### config.mk
export PLATFORM = sky130hd
export DESIGN_NAME = unsigned_sequential_divider
export DESIGN_NICKNAME = d
export VERILOG_FILES = /design/src/rtl/arith_pkg.sv /design/src/rtl/divider_step.sv /design/src/rtl/unsigned_sequential_divider.sv
export SDC_FILE = /design/constraint.sdc
export NUM_CORES = 1
export LEC_CHECK = 0
export ABC_CLOCK_PERIOD_IN_PS = 4200
export CAP_MARGIN = 20
export CORE_ASPECT_RATIO = 0.7
export CORE_MARGIN = 3
export CORE_UTILIZATION = 29
export DETAILED_ROUTE_END_ITERATION = 7
export PLACE_DENSITY = 0.55
export SETUP_SLACK_MARGIN = 0.1
export SLEW_MARGIN = 0
export SYNTH_ARGS = -nofsm -noshare
export SYNTH_HDL_FRONTEND = slang
export SYNTH_HIERARCHICAL = 1
export SYNTH_SLANG_ARGS = --single-unit
### constraint.sdc
create_clock -name clk -period 4.2 [get_ports clk]
set_clock_uncertainty 0.15 [all_clocks]
set_input_delay 0.84 -clock clk [delete_from_list [all_inputs] [get_ports clk]]
set_output_delay 0.84 -clock clk [all_outputs]
set_load 0.1 [all_outputs]
### src/rtl/arith_pkg.sv
// Shared arithmetic-unit definitions: control FSM states and default operand width.
package arith_pkg;

    localparam int DIV_WIDTH = 32;

    typedef enum logic [1:0] {
        IDLE = 2'd0,
        ITER = 2'd1,
        DONE = 2'd2
    } div_state_e;

endpackage

### src/rtl/divider_step.sv
// One restoring-division iteration: shift the partial remainder left, trial-subtract
// the divisor, and produce the next quotient bit.
module divider_step
    import arith_pkg::*;
#(
    parameter int WIDTH = DIV_WIDTH
) (
    input  logic [WIDTH-1:0] rem_hi,
    input  logic [WIDTH-1:0] rem_lo,
    input  logic [WIDTH-1:0] dvsr,
    output logic [WIDTH-1:0] rem_hi_next,
    output logic [WIDTH-1:0] rem_lo_next,
    output logic             q_bit
);

    logic [WIDTH:0]   upper_s;
    logic [WIDTH-1:0] diff_s;

    // Trial subtract. The shifted upper half keeps its carry bit so a divisor
    // above 2^(WIDTH-1) is compared correctly; the low WIDTH bits of the
    // difference are exact whenever the subtraction does not go negative.
    always_comb begin
        upper_s = {rem_hi, rem_lo[WIDTH-1]};
        diff_s  = upper_s[WIDTH-1:0] - dvsr;
        q_bit   = (upper_s >= {1'b0, dvsr});
        if (q_bit) begin
            rem_hi_next = diff_s;
        end else begin
            rem_hi_next = upper_s[WIDTH-1:0];
        end
        rem_lo_next = {rem_lo[WIDTH-2:0], q_bit};
    end

endmodule

### src/rtl/unsigned_sequential_divider.sv
// Multi-cycle unsigned restoring divider with run/rdy handshake; one quotient bit
// per clock, divide-by-zero short-circuits straight to DONE.
module unsigned_sequential_divider
    import arith_pkg::*;
#(
    parameter  int WIDTH = DIV_WIDTH,
    localparam int CNT_W = $clog2(WIDTH)
) (
    input  logic             clk,
    input  logic             rst,
    input  logic             run,
    input  logic [WIDTH-1:0] dividend,
    input  logic [WIDTH-1:0] divisor,
    output logic [WIDTH-1:0] quotient,
    output logic [WIDTH-1:0] remainder,
    output logic             busy,
    output logic             rdy,
    output logic             div_by_zero
);

    div_state_e       state_r, state_s;
    logic [WIDTH-1:0] rem_hi_r, rem_hi_s;
    logic [WIDTH-1:0] rem_lo_r, rem_lo_s;
    logic [WIDTH-1:0] dvsr_r, dvsr_s;
    logic [CNT_W-1:0] cnt_r, cnt_s;
    logic [WIDTH-1:0] quotient_s, remainder_s;
    logic             busy_s, rdy_s, div_by_zero_s;

    logic [WIDTH-1:0] step_hi_s, step_lo_s;
    logic             step_q_s;

    divider_step #(.WIDTH(WIDTH)) u_step (
        .rem_hi      (rem_hi_r),
        .rem_lo      (rem_lo_r),
        .dvsr        (dvsr_r),
        .rem_hi_next (step_hi_s),
        .rem_lo_next (step_lo_s),
        .q_bit       (step_q_s)
    );

    // Next-state and next-output logic; every register holds unless a state changes it.
    always_comb begin
        state_s       = state_r;
        rem_hi_s      = rem_hi_r;
        rem_lo_s      = rem_lo_r;
        dvsr_s        = dvsr_r;
        cnt_s         = cnt_r;
        quotient_s    = quotient;
        remainder_s   = remainder;
        busy_s        = busy;
        rdy_s         = rdy;
        div_by_zero_s = div_by_zero;
        case (state_r)
            IDLE: begin
                rdy_s  = 1'b0;
                busy_s = 1'b0;
                if (run) begin
                    if (divisor != {WIDTH{1'b0}}) begin
                        rem_hi_s      = {WIDTH{1'b0}};
                        rem_lo_s      = dividend;
                        dvsr_s        = divisor;
                        cnt_s         = {CNT_W{1'b0}};
                        div_by_zero_s = 1'b0;
                        busy_s        = 1'b1;
                        state_s       = ITER;
                    end else begin
                        quotient_s    = {WIDTH{1'b1}};
                        remainder_s   = dividend;
                        div_by_zero_s = 1'b1;
                        rdy_s         = 1'b1;
                        state_s       = DONE;
                    end
                end else begin
                    state_s = IDLE;
                end
            end
            ITER: begin
                rem_hi_s = step_hi_s;
                rem_lo_s = step_lo_s;
                cnt_s    = cnt_r + {{(CNT_W-1){1'b0}}, 1'b1};
                if (cnt_r == CNT_W'(WIDTH - 1)) begin
                    quotient_s  = step_lo_s;
                    remainder_s = step_hi_s;
                    busy_s      = 1'b0;
                    rdy_s       = 1'b1;
                    state_s     = DONE;
                end else begin
                    busy_s = 1'b1;
                end
            end
            DONE: begin
                busy_s = 1'b0;
                if (run) begin
                    rdy_s = 1'b1;
                end else begin
                    rdy_s   = 1'b0;
                    state_s = IDLE;
                end
            end
            default: begin
                busy_s  = 1'b0;
                rdy_s   = 1'b0;
                state_s = IDLE;
            end
        endcase
    end

    // State, datapath and output registers.
    always_ff @(posedge clk or negedge rst) begin
        if (!rst) begin
            state_r     <= IDLE;
            rem_hi_r    <= {WIDTH{1'b0}};
            rem_lo_r    <= {WIDTH{1'b0}};
            dvsr_r      <= {WIDTH{1'b0}};
            cnt_r       <= {CNT_W{1'b0}};
            quotient    <= {WIDTH{1'b0}};
            remainder   <= {WIDTH{1'b0}};
            busy        <= 1'b0;
            rdy         <= 1'b0;
            div_by_zero <= 1'b0;
        end else begin
            state_r     <= state_s;
            rem_hi_r    <= rem_hi_s;
            rem_lo_r    <= rem_lo_s;
            dvsr_r      <= dvsr_s;
            cnt_r       <= cnt_s;
            quotient    <= quotient_s;
            remainder   <= remainder_s;
            busy        <= busy_s;
            rdy         <= rdy_s;
            div_by_zero <= div_by_zero_s;
        end
    end

endmodule

==> impl_metrics.json <==
{
  "wl_per_cell_um": 19.8,
  "reg2reg_slack_ns": 0.35,
  "critPathLaunchType": "register",
  "r2r_start": "rem_hi_r[10]",
  "coreArea_um2": 33900,
  "synth.distinct_cells": 71,
  "drcViolationCount": 0,
  "globalplace.congestion": 0.905,
  "routed_wl_um": 30600,
  "synth_top_area_share_pct": 42.1,
  "r2r-end": "remainder[6]",
  "cts-root-buf": "clkbuf_16",
  "viasPerCell": 5.16,
  "final_nets": 1164,
  "finalHoldViolations": 0,
  "cts.sinks": 170,
  "end_kind": "register",
  "dr.pass1.iters": 5,
  "layout-drive-gt1-share_pct": 17.1,
  "antenna_found_initial": 0,
  "grt_pass1_vias": 7911,
  "fp-row-count": 56,
  "path_class": "reg -> reg",
  "fin_tns_setup_ns": 0,
  "period_needed_ns": 3.85,
  "syn_nets": 1085,
  "clock_latency_ns": 0.45,
  "syn_to_final_growth_pct": 20.8,
  "die_area_um2": 37200,
  "holdBufCountCts": 0,
  "cts_buffer_depth": 2,
  "synth_ff_type": "dfrtp_1",
  "syn_inst": 983,
  "worst_r2r_path_depth": 13,
  "tightest_slew_ns": 1.03,
  "post_cts_buffers": 0,
  "ys_ff_latch": 170,
  "setup_viol": 0,
  "htree_num_levels": 4,
  "synth_most_common_cell": "dfrtp_1",
  "synthTopCellsByCount": "170 x dfrtp_1, 72 x inv_1, 57 x nor2_1",
  "die_h_um": 162,
  "synth_edf_count": 0,
  "worstPathMaxFanout": 11,
  "ios": 134,
  "yosysWarnings": 6,
  "status": "completed",
  "synth_seq_area_share_pct": 42.1,
  "hold_class": "in -> async",
  "ant_nets": 0,
  "die_w_um": 229,
  "yosysTopAreaCell": "dfrtp_1",
  "drt_iter0_markers": 793,
  "cp.arrival_ns": 4.03,
  "cts_buffers": 17,
  "dp_hpwl_um": 22400,
  "cp.required_ns": 4.38,
  "rsz0062_at_grt": "false",
  "io_buffers": 133,
  "async_flop_share_pct": 100,
  "synth_area_um2": 10100,
  "num_vias": 7948,
  "syn_avg_cell_area_um2": 10.3,
  "grt_pass1_wl_um": 47700,
  "clkSlewWorstSetupHoldPaths_ns": 0.07,
  "cts_tree": "built",
  "slew_violations": 0,
  "grt_max_degree": 80,
  "clock.fmax_ghz": 0.260,
  "ctsResizeCount": 0,
  "fin_crit_sh_pct": 91.6,
  "grt_use_total_pct": 16.5,
  "grt.overflow.total": 0,
  "start_util_pct": 29.8,
  "synth_area_leaders": "dfrtp_1 42%, mux2_2 6.0%, ha_1 4.2%",
  "max-slew-margin-rel_pct": 31.4,
  "drv_cap": 0
}
worst max-delay path by stage:
stage / from / cells after the start / to
6_report: rem_hi_r[10] / 13 / remainder[6]
5_1_grt: rem_hi_r[9] / 13 / remainder[4]
4_1_cts: rem_hi_r[9] / 13 / remainder[6]
3_5_place_dp: rem_hi_r[9] / 13 / remainder[7]
3_3_place_gp: rem_hi_r[9] / 13 / remainder[6]
2_1_floorplan: rem_hi_r[6] / 14 / remainder[21]
cells by family after synthesis:
group	count (synthesis)	share of synthesized area, %
xor gates and xnor gates	26	2.25
muxes	66	7.65
adders and majority gates	35	4.41
buffers and inverters	171	8.84
DFF	170	42.1
AOI/OAI and AO/OA	300	22.4
and+or+nand+nor	215	12.3
stage by stage:
stage	cells	hold WS, ns	instance area, µm²	util, %	setup slack (ns)
after floorplan	983	0.331	10100	-	0.756
after global placement	1507	0.322	11600	34.3	0.185
after detailed placement	1507	0.321	11600	34.3	0.154
after CTS	1539	0.308	12200	36.0	0.135
after global routing	1539	0.351	12200	36.0	0.187
final	1540	0.274	12200	36.0	0.351
critical path, stage by stage (launching register included):
cell,delay [ns]
dfrtp_1,0.43
ha_1,0.43
nand4_1,0.25
nor3_2,0.39
o211ai_1,0.20
nor4b_4,0.19
o21ai_2,0.18
a31oi_4,0.13
o21a_4,0.26
inv_2,0.10
buf_4,0.23
mux2_2,0.37
or2_2,0.30
o221a_1,0.13
registers in the layout (all words and copies together), names as in the netlist:
name         cells
rem_hi_r        32
busy             1
state_r          2
div_by_zero      1
dvsr_r          32
rem_lo_r        32
rdy              1
cnt_r            5
remainder       32
quotient        32
per-layer routing:
layer	up-vias	global-route usage, %	share of wire (%)
li1	3736	-	-
met1	3969	24.5	50
met2	223	24.3	43
met3	20	3.82	5.7
met4	0	3.42	1.3
met5	-	0	0
cell usage in the layout (no fill, tap or decap), types with 17 or more instances in the layout:
cell / n
a21oi_1: 27
o221a_1: 29
xnor2_1: 18
clkbuf_16: 17
dfrtp_1: 169
mux2_2: 54
or2_2: 32
nor2_1: 57
ha_1: 34
a221oi_1: 34
buf_4: 21
a22oi_1: 36
o21ai_0: 52
inv_1: 72
o22a_1: 32
o22ai_1: 32
clkdlybuf4s50_1: 132
nand2b_1: 39
nand2_1: 28
layout make-up:
cell class	count	area (µm²)
tap	464	581
fill	3440	21700
inverter	74	278
sequential	170	4260
multi-input combinational	642	4980
clock buffer	21	470
antenna	1	2.50
timing repair buffer	157	1550
clock inverter	11	87.6
Power is left out: the tool's default activity adds up to more than one toggle a clock period on the data nets, which glitch-free logic cannot reach.
